File: src/rtl/accel_spi_responder.sv
// accel_spi_responder: mode-3 SPI slave emulating the accelerometer register map, axis data taken from ports.
// Define ACCEL_INT_EN to add INT_ENABLE/INT_SOURCE and the DATA_READY interrupt on int1.
module accel_spi_responder #(
    parameter logic [7:0] DEVID       = 8'hE5,
    parameter int         SYNC_STAGES = 2
) (
    input  logic        clk,
    input  logic        reset_n,
    input  logic        spi_sclk,
    input  logic        spi_csn,
    input  logic        spi_sdi,
    output logic        spi_sdo,
    output logic        spi_sdo_oe,
    input  logic [15:0] data_x,
    input  logic [15:0] data_y,
    input  logic [15:0] data_z,
    input  logic        sample_valid,
    output logic        int1
);
    typedef enum logic [1:0] {IDLE, CMD, RD, WR} state_t;
    state_t state_q, state_d;
    logic [SYNC_STAGES-1:0] sclk_sync_q, sclk_sync_d, csn_sync_q, csn_sync_d, sdi_sync_q, sdi_sync_d;
    logic sclk_prev_q, sclk_prev_d, csn_prev_q, csn_prev_d;
    logic [2:0] bit_cnt_q, bit_cnt_d;
    logic [6:0] shift_q, shift_d;
    logic [5:0] addr_q, addr_d;
    logic mb_q, mb_d;
    logic [7:0] tx_q, tx_d;
    logic sdo_q, sdo_d;
    logic [47:0] snap_q, snap_d;
    logic [7:0] bw_q, bw_d, pwr_q, pwr_d, fmt_q, fmt_d;
    logic sclk_s, csn_s, sdi_s, sclk_rise, sclk_fall, csn_rise, csn_fall, byte_done, wr_en;
    logic [7:0] cmd_byte, rd_byte;
    logic [5:0] addr_inc, rd_addr;
`ifdef ACCEL_INT_EN
    logic [7:0] ien_q, ien_d;
    logic dr_q, dr_d, int1_q, int1_d, axis_rd_q, axis_rd_d;
`endif

    always_comb begin
        sclk_sync_d = {sclk_sync_q[SYNC_STAGES-2:0], spi_sclk};
        csn_sync_d  = {csn_sync_q[SYNC_STAGES-2:0], spi_csn};
        sdi_sync_d  = {sdi_sync_q[SYNC_STAGES-2:0], spi_sdi};
        sclk_s      = sclk_sync_q[SYNC_STAGES-1];
        csn_s       = csn_sync_q[SYNC_STAGES-1];
        sdi_s       = sdi_sync_q[SYNC_STAGES-1];
        sclk_prev_d = sclk_s;
        csn_prev_d  = csn_s;
        sclk_rise   = sclk_s & ~sclk_prev_q;
        sclk_fall   = ~sclk_s & sclk_prev_q;
        csn_rise    = csn_s & ~csn_prev_q;
        csn_fall    = ~csn_s & csn_prev_q;
        byte_done   = sclk_rise & (bit_cnt_q == 3'd7);
        cmd_byte    = {shift_q, sdi_s};
        addr_inc    = addr_q + {5'd0, mb_q};
        rd_addr     = (state_q == CMD) ? cmd_byte[5:0] : addr_inc;
        wr_en       = (state_q == WR) & byte_done & ~csn_rise & ~csn_fall;
    end

    // Read mux serves both the first byte (addressed by the command) and burst reloads
    always_comb begin
        rd_byte = 8'h00;
        case (rd_addr)
            6'h00: rd_byte = DEVID;
            6'h2C: rd_byte = bw_q;
            6'h2D: rd_byte = pwr_q;
            6'h31: rd_byte = fmt_q;
            6'h32: rd_byte = snap_q[7:0];
            6'h33: rd_byte = snap_q[15:8];
            6'h34: rd_byte = snap_q[23:16];
            6'h35: rd_byte = snap_q[31:24];
            6'h36: rd_byte = snap_q[39:32];
            6'h37: rd_byte = snap_q[47:40];
`ifdef ACCEL_INT_EN
            6'h2E: rd_byte = ien_q;
            6'h30: rd_byte = {dr_q, 7'd0};
`endif
            default: rd_byte = 8'h00;
        endcase
    end

    always_comb begin
        state_d   = state_q;
        bit_cnt_d = bit_cnt_q;
        shift_d   = shift_q;
        addr_d    = addr_q;
        mb_d      = mb_q;
        tx_d      = tx_q;
        sdo_d     = sdo_q;
        snap_d    = snap_q;
        if (csn_rise) begin
            state_d = IDLE;
        end else if (csn_fall) begin
            state_d   = CMD;
            bit_cnt_d = 3'd0;
            sdo_d     = 1'b1;
            snap_d    = {data_z, data_y, data_x};
        end else begin
            case (state_q)
                CMD: if (sclk_rise) begin
                    shift_d   = cmd_byte[6:0];
                    bit_cnt_d = bit_cnt_q + 3'd1;
                    if (byte_done) begin
                        addr_d  = cmd_byte[5:0];
                        mb_d    = cmd_byte[6];
                        tx_d    = rd_byte;
                        state_d = cmd_byte[7] ? RD : WR;
                    end
                end
                RD: begin
                    if (sclk_fall) begin
                        sdo_d = tx_q[7];
                        tx_d  = {tx_q[6:0], 1'b0};
                    end
                    if (sclk_rise) begin
                        bit_cnt_d = bit_cnt_q + 3'd1;
                        if (byte_done) begin
                            addr_d = addr_inc;
                            tx_d   = rd_byte;
                        end
                    end
                end
                WR: if (sclk_rise) begin
                    shift_d   = cmd_byte[6:0];
                    bit_cnt_d = bit_cnt_q + 3'd1;
                    if (byte_done) addr_d = addr_inc;
                end
                default: ;
            endcase
        end
    end

    always_comb begin
        bw_d  = (wr_en && addr_q == 6'h2C) ? cmd_byte : bw_q;
        pwr_d = (wr_en && addr_q == 6'h2D) ? cmd_byte : pwr_q;
        fmt_d = (wr_en && addr_q == 6'h31) ? cmd_byte : fmt_q;
    end

`ifdef ACCEL_INT_EN
    // A sample arriving in the same cycle as the read-clear keeps DATA_READY set
    always_comb begin
        ien_d     = (wr_en && addr_q == 6'h2E) ? cmd_byte : ien_q;
        axis_rd_d = csn_fall ? 1'b0
                  : (state_q == RD && byte_done && addr_q >= 6'h32 && addr_q <= 6'h37) ? 1'b1
                  : axis_rd_q;
        dr_d      = sample_valid | (dr_q & ~(csn_rise & axis_rd_q));
        int1_d    = dr_q & ien_q[7];
    end

    always_ff @(posedge clk or negedge reset_n) begin
        if (!reset_n) begin
            ien_q     <= 8'h00;
            axis_rd_q <= 1'b0;
            dr_q      <= 1'b0;
            int1_q    <= 1'b0;
        end else begin
            ien_q     <= ien_d;
            axis_rd_q <= axis_rd_d;
            dr_q      <= dr_d;
            int1_q    <= int1_d;
        end
    end

    assign int1 = int1_q;
`else
    logic unused_sample_valid;
    assign unused_sample_valid = sample_valid;
    assign int1 = 1'b0;
`endif

    // csn synchronizer resets low so a csn already low at reset release is not a start
    always_ff @(posedge clk or negedge reset_n) begin
        if (!reset_n) begin
            state_q     <= IDLE;
            sclk_sync_q <= '1;
            csn_sync_q  <= '0;
            sdi_sync_q  <= '0;
            sclk_prev_q <= 1'b1;
            csn_prev_q  <= 1'b0;
            bit_cnt_q   <= 3'd0;
            shift_q     <= 7'd0;
            addr_q      <= 6'd0;
            mb_q        <= 1'b0;
            tx_q        <= 8'h00;
            sdo_q       <= 1'b1;
            snap_q      <= 48'd0;
            bw_q        <= 8'h0A;
            pwr_q       <= 8'h00;
            fmt_q       <= 8'h00;
        end else begin
            state_q     <= state_d;
            sclk_sync_q <= sclk_sync_d;
            csn_sync_q  <= csn_sync_d;
            sdi_sync_q  <= sdi_sync_d;
            sclk_prev_q <= sclk_prev_d;
            csn_prev_q  <= csn_prev_d;
            bit_cnt_q   <= bit_cnt_d;
            shift_q     <= shift_d;
            addr_q      <= addr_d;
            mb_q        <= mb_d;
            tx_q        <= tx_d;
            sdo_q       <= sdo_d;
            snap_q      <= snap_d;
            bw_q        <= bw_d;
            pwr_q       <= pwr_d;
            fmt_q       <= fmt_d;
        end
    end

    assign spi_sdo    = sdo_q;
    assign spi_sdo_oe = (state_q == RD);
endmodule

File: config.mk
export PLATFORM = sky130hd
export DESIGN_NAME = accel_spi_responder
export DESIGN_NICKNAME = d
export VERILOG_FILES = /design/src/rtl/accel_spi_responder.sv
export SDC_FILE = /design/constraint.sdc
export NUM_CORES = 1
export LEC_CHECK = 0
export CORE_AREA = 2 2 127 104
export CTS_CLUSTER_DIAMETER = 100
export DETAILED_ROUTE_END_ITERATION = 10
export DIE_AREA = 0 0 129 106
export GPL_TIMING_DRIVEN = 0
export PLACE_DENSITY = 0.77
export SKIP_LAST_GASP = 1
export SLEW_MARGIN = 20
export SYNTH_ARGS = -nofsm -noshare
export SYNTH_HDL_FRONTEND = slang
export SYNTH_SLANG_ARGS = --single-unit
File: constraint.sdc
create_clock -name clk -period 3.3 [get_ports clk]
set_clock_uncertainty 0.15 [all_clocks]
set_input_delay 0.33 -clock clk [delete_from_list [all_inputs] [get_ports clk]]
set_output_delay 0.33 -clock clk [all_outputs]
set_load 0.01 [all_outputs]
==> metrics, run 1 <==
status complete, no violations; CP max stage cell mux2i_1; number of synthesized flops with an enable pin 0; cell taking the most area after synthesis dfrtp_1; Hold Crit Start sdi_sync_q[0]$_DFF_PN0_; Hold Crit Endpoint sdi_sync_q[1]$_DFF_PN0_; Post-Syn Area 0.00545 mm^2; Largest delay share family, worst path multiplexers; R2R Setup Slk 0.18 ns; sequential area share after synthesis 0.497; setup violators final 0; n_diodes 0; CTS max path bufs 2; PD cells 576 mW/mm^2; Reg-to-Reg End tx_q[3]$_DFFE_PN0P_; Arrival @ worst endpoint 3.19 ns; crit-path cells ha_1, ha_1, xor2_1, mux2i_1, buf_2, mux2i_1, o22ai_1, a211oi_1, nor3_2; dpl ws 0.282 ns; main flop type after synthesis dfrtp_1; most numerous cell in the Yosys netlist dfrtp_1; drt wl/cell 19.1 um; Boundary Pins 57; DP HPWL 9960 um; Fmax achieved 321 MHz; Mean Syn Cell Area 11.9 um^2; register clock-pin slew on the reported worst setup and hold paths 0.08 ns; Worst VDD drop 0.000327 V; CTS tree built; H-Tree Depth 3; number of routed nets with antenna violations 0; Die Ht 106 um; Die Span X 129 um; routed wire length 13400 um; vias in the first global route 4034; final instance area 0.00657 mm^2; vias 3988; Slew @ Worst Pin 0.745 ns; placed cell area 0.00624 mm^2; core area 0.0125 mm^2; global-route wire length before repair 21700 um; root buffer cell clkbuf_16; crit path kind flip-flop to flip-flop; Static Leak 2.78 nW; pin count of the biggest net entering global routing 80; crit start category flip-flop; Syn Nets 518; worst relative slew slack 0.503; Mapped Cells 457; max-slew violations 0; Core Util, Final 0.523; top-area cell type share of the netlist area 0.468; Critical Path Sink Type flip-flop; RSZ-0062 raised after global routing no; async set-or-reset flop fraction in the synthesized netlist 1.00; P&R area growth vs syn 20.5%; most frequent cells after synthesis dfrtp_1 (102), mux2_2 (81), nand2_1 (31), o21ai_0 (19), a21oi_1 (18); Synth area leaders dfrtp_1 (47%), mux2_2 (17%), dfstp_2 (2.9%), mux2i_1 (2.4%), a22oi_1 (2.3%); Final #Nets 585; 1st-pass router iterations 6; Placer Congestion 0.885; required time worst endpoint 3.37 ns; worst hold margin 0.205 ns; setup ws final 0.183 ns; std cell rows 37; Setup TNS Final 0 ns; full die area 0.0137 mm^2; maxcap violations 0; Syn. warnings 0; First DRT Iteration DRCs 398; Worst-Skew Late Latency 0.35 ns; Post-CTS Setup Bufs 0; worst r2r src addr_q[0]$_DFFE_PN0P_; Port Buffer Count 54; minimum clock period 3.12 ns; Layout Cells excl Fill 704; GRT Residual Overflow 0; biggest cell delay along the critical path 0.49 ns; vias per cell 5.66; placed cell count 687; CTS buffer count 9; Num Clock Sinks 108; hold crit path type flip-flop to flip-flop; hold path depth 0; Remaining DRCs 0; final-report hold violation count 0; Initial Utilization 0.434; R2R cell count 9; Tot Pwr 3.78 mW; initial antenna violation count 0; Distinct cells, synth 66; Seq cells post-synth 108; layout cell share with drive strength beyond 1 0.272; fin crit share 0.945; GRT Total Usage 0.208; crit path buf inv count 1; Crit Path Max Fanout 10
-- cell families after synthesis --
logic type,Yosys count,share of synthesized area
simple gates,99,0.101
other cells,1,0.000688
compound gates,99,0.124
buf+inv,36,0.0356
fa+ha+maj,7,0.0161
flops,108,0.497
mux,100,0.214
xor+xnor,7,0.0112
-- flip-flops by register name, indices dropped and copies added, names as in the netlist, 2 cells and up --
name	cells
csn_sync_q	2
pwr_q	8
sdi_sync_q	2
state_q	2
fmt_q	8
tx_q	8
addr_q	6
shift_q	7
snap_q	48
sclk_sync_q	2
bw_q	8
bit_cnt_q	3
-- power breakdown --
| group | total, mW | switching (mW) | internal, mW |
|---|---|---|---|
| logic | 1.03 | 0.547 | 0.479 |
| registers | 1.62 | 0.143 | 1.48 |
| clock network | 1.13 | 0.508 | 0.626 |
-- final cells by class --
cell class	instances	area (um^2)
buffer	28	164
clock buffer	10	239
clock inverter	6	78.8
fill	1074	5980
inverter	8	30.0
multi-input combinational	313	2550
sequential	108	2710
tap	175	219
timing repair buffer	56	579
-- worst max path at each step --
stage | start | slack [ns] | endpoint | depth (start not counted)
2_1_floorplan | addr_q[0]$_DFFE_PN0P_ | 0.81 | tx_q[1]$_DFFE_PN0P_ | 8
6_report | addr_q[0]$_DFFE_PN0P_ | 0.18 | tx_q[3]$_DFFE_PN0P_ | 9
5_1_grt | addr_q[0]$_DFFE_PN0P_ | 0.002 | tx_q[0]$_DFFE_PN0P_ | 9
3_3_place_gp | reset_n | -2.18 | sdi_sync_q[0]$_DFF_PN0_ | 1
3_5_place_dp | addr_q[0]$_DFFE_PN0P_ | 0.28 | tx_q[0]$_DFFE_PN0P_ | 9
4_1_cts | addr_q[0]$_DFFE_PN0P_ | 0.26 | tx_q[0]$_DFFE_PN0P_ | 9
-- cell usage in the layout, fill, tap and decap left out, drive strengths merged, types with 4 or more instances in the layout --
cell           Yosys  layout
o22ai              7       7
a211oi             5       5
mux2i             15      15
nor2b              7       7
xnor2              4       4
dfstp              6       6
clkdlybuf4s50      0      53
dfrtp            102     102
ha                 7       7
clkbuf            13      23
a32oi              4       4
nor3              10      10
nand2             31      31
inv                8      11
mux2              81      81
o31ai              4       4
nor2              12      12
nand3             14      14
a21oi             19      19
a22oi             17      17
o21ai             27      27
buf               15      17
mux4               4       4
-- metal layers --
metal  share of wire  global-route usage
met1            0.48               0.306
met2            0.45               0.310
met3           0.058              0.0428
met4           0.017              0.0621
met5               0                   0
-- what timing repair did --
action                                  in CTS  in global routing
hold endpoints to repair                    29                  0
hold buffers                                 1                  0
endpoints found under the setup margin       0                  0
gates resized for setup                      0                  0
-- worst register-to-register path, cell delays in order (launching register included) --
cell and delay [ns]:
dfrtp_1 0.46, ha_1 0.24, ha_1 0.25, xor2_1 0.20, mux2i_1 0.49, buf_2 0.39
mux2i_1 0.33, o22ai_1 0.12, a211oi_1 0.30, nor3_2 0.08
Power figures use the tool's default switching activity.
==> run 2: changes to the inputs <==
--- a/config.mk
+++ b/config.mk
@@ -6,6 +6,7 @@
 export NUM_CORES = 1
 export LEC_CHECK = 0
 export CORE_AREA = 2 2 127 104
+export CTS_BUF_LIST = sky130_fd_sc_hd__clkbuf_4 sky130_fd_sc_hd__clkbuf_8
 export CTS_CLUSTER_DIAMETER = 100
 export DETAILED_ROUTE_END_ITERATION = 10
 export DIE_AREA = 0 0 129 106
==> run 2 against run 1 <==
Net effect: via count fell by 0.10%; flip-flop and latch count did not move; sequential share of layout area rose by 0.67 points; clock power fell by 23%; critical path depth did not move; largest power group unchanged; highest routed layer unchanged.
==> metrics, run 2 (same netlist as run 1, synthesis figures left out) <==
final instance area 0.00646 mm^2 (was 0.00657 mm^2); Fmax achieved 316 MHz (was 321 MHz); 1st-pass router iterations 5 (was 6); Final #Nets 584 (was 585); hold crit path type primary input to flip-flop (was flip-flop to flip-flop); Boundary Pins 57 (unchanged); core area 0.0125 mm^2 (unchanged); routed wire length 13200 um (was 13400 um); Die Span X 129 um (unchanged); crit-path cells ha_1, ha_1, xor2_1, mux2i_1, buf_2, mux2i_1, o22ai_1, a211oi_1, nor3_2 (unchanged); Num Clock Sinks 108 (unchanged); Sequential Area 0.00271 mm^2 (unchanged); Port Buffer Count 54 (unchanged); Worst-Skew Late Latency 0.39 ns (was 0.35 ns); Placer Congestion 0.885 (unchanged); crit start category flip-flop (unchanged); Setup TNS Final 0 ns (unchanged); max-slew violations 0 (unchanged); DRT met1 WL 6310 um (was 6430 um); GRT Residual Overflow 0 (unchanged); met2 wire len 5890 um (was 6000 um); final-report hold violation count 0 (unchanged); setup violators final 0 (unchanged); max reg flops 48 (unchanged); status complete, no violations (unchanged); WL met3 810 um (was 777 um); CP startpoint addr_q[0]$_DFFE_PN0P_ (unchanged); First DRT Iteration DRCs 344 (was 398); CTS tree built (unchanged); Largest delay share family, worst path multiplexers (unchanged); Slew @ Worst Pin 0.743 ns (was 0.745 ns); Static Leak 2.73 nW (was 2.78 nW); Hold Crit Start spi_sclk (was sdi_sync_q[0]$_DFF_PN0_); pin count of the biggest net entering global routing 80 (unchanged); DP HPWL 9960 um (unchanged); CTS max path bufs 2 (unchanged); global-route wire length before repair 21600 um (was 21700 um); full die area 0.0137 mm^2 (unchanged); Tot Pwr 3.50 mW (was 3.78 mW); required time worst endpoint 3.41 ns (was 3.37 ns); P&R area growth vs syn 18.5% (was 20.5%); worst r2r src addr_q[0]$_DFFE_PN0P_ (unchanged); worst hold margin 0.198 ns (was 0.205 ns); CTS buffer count 9 (unchanged); initial antenna violation count 0 (unchanged); fin crit share 0.960 (was 0.945); vias in the first global route 4027 (was 4034); H-Tree Depth 3 (unchanged); commonest non-fill, non-tap cell in the layout dfrtp_1 (unchanged); layout cell share with drive strength beyond 1 0.273 (was 0.272); n_diodes 0 (unchanged); std cell rows 37 (unchanged); Critical Path Sink Type flip-flop (unchanged); crit path buf inv count 1 (unchanged); placed cell area 0.00624 mm^2 (unchanged); CP max stage cell mux2i_1 (unchanged); root buffer cell clkbuf_8 (was clkbuf_16); vias 3984 (was 3988); minimum clock period 3.17 ns (was 3.12 ns); number of fill cells 1089 (was 1074); drt wl/cell 18.8 um (was 19.1 um); number of routed nets with antenna violations 0 (unchanged); Highest Signal Layer met4 (unchanged); Remaining DRCs 0 (unchanged); commonest cells after routing, fill and taps aside dfrtp_1 (102), mux2_2 (81), clkdlybuf4s50_1 (53) (unchanged); worst relative slew slack 0.505 (was 0.503); area occupied by multi-input gates 0.00255 mm^2 (unchanged); Biggest register snap_q (unchanged); register clock-pin slew on the reported worst setup and hold paths 0.10 ns (was 0.08 ns); vias per cell 5.67 (was 5.66); Arrival @ worst endpoint 3.28 ns (was 3.19 ns); crit path kind flip-flop to flip-flop (unchanged); Crit Path Max Fanout 10 (unchanged); maxcap violations 0 (unchanged); Worst VDD drop 0.000270 V (was 0.000327 V); RSZ-0062 raised after global routing no (unchanged); Die Ht 106 um (unchanged); GRT Total Usage 0.207 (was 0.208); PD cells 541 mW/mm^2 (was 576 mW/mm^2); Initial Utilization 0.434 (unchanged); biggest cell delay along the critical path 0.49 ns (about the same)
-- run 2: layer usage --
metal,track usage,vias up
met5,0,-
met4,0.0551,0
met3,0.0443,29
met2,0.307,145
met1,0.306,1989
li1,-,1821
-- run 2: path summary, 6_finish.rpt --
kind	to	slack [ns]	depth (start not counted)
max	tx_q[3]$_DFFE_PN0P_	0.13	9
max in group asynchronous	bw_q[1]$_DFFE_PN1P_	2.06	3
max reg2reg	tx_q[3]$_DFFE_PN0P_	0.13	9
min in group asynchronous	snap_q[45]$_DFFE_PN0P_	0.22	2
min reg2reg	csn_sync_q[1]$_DFF_PN0_	0.21	0
min	sclk_sync_q[0]$_DFF_PN1_	0.20	1
-- run 2: worst reg2reg max path, cell delays in order (launching register included) --
cell and delay [ns]:
dfrtp_1 0.47, ha_1 0.24, ha_1 0.25, xor2_1 0.20, mux2i_1 0.49, buf_2 0.39
mux2i_1 0.37, o22ai_1 0.14, a211oi_1 0.30, nor3_2 0.08
-- run 2: final cells by class --
cell class              count  area share
plain buffers              27      0.0248
clock buffers              10      0.0213
clock inverters             6      0.0122
inverters                   8     0.00465
multi-input cells         313       0.394
flip-flops and latches    108       0.419
well taps                 175      0.0339
repair buffers             56      0.0897
-- run 2: what timing repair did --
item | CTS | global route
buffers inserted | 0 | 0
resized for setup | 0 | 0
hold buffers | 1 | 0
endpoints found under the setup margin | 0 | 1
endpoints found under the hold margin | 29 | 0
-- run 2: per-stage QoR --
step / utilization / worst slack (ns) / instances
6_report: 0.515 / 0.132 / 703
5_1_grt: 0.515 / 0.0773 / 703
4_1_cts: 0.515 / 0.256 / 704
3_5_place_dp: 0.497 / 0.282 / 687
3_3_place_gp: 0.495 / -2.18 / 686
2_1_floorplan: - / 0.811 / 457
-- run 2: report_power, final --
part           switching (mW)  internal [mW]
sequential              0.139           1.48
combinational           0.537          0.477
clock                   0.478          0.388
total                    1.15           2.34
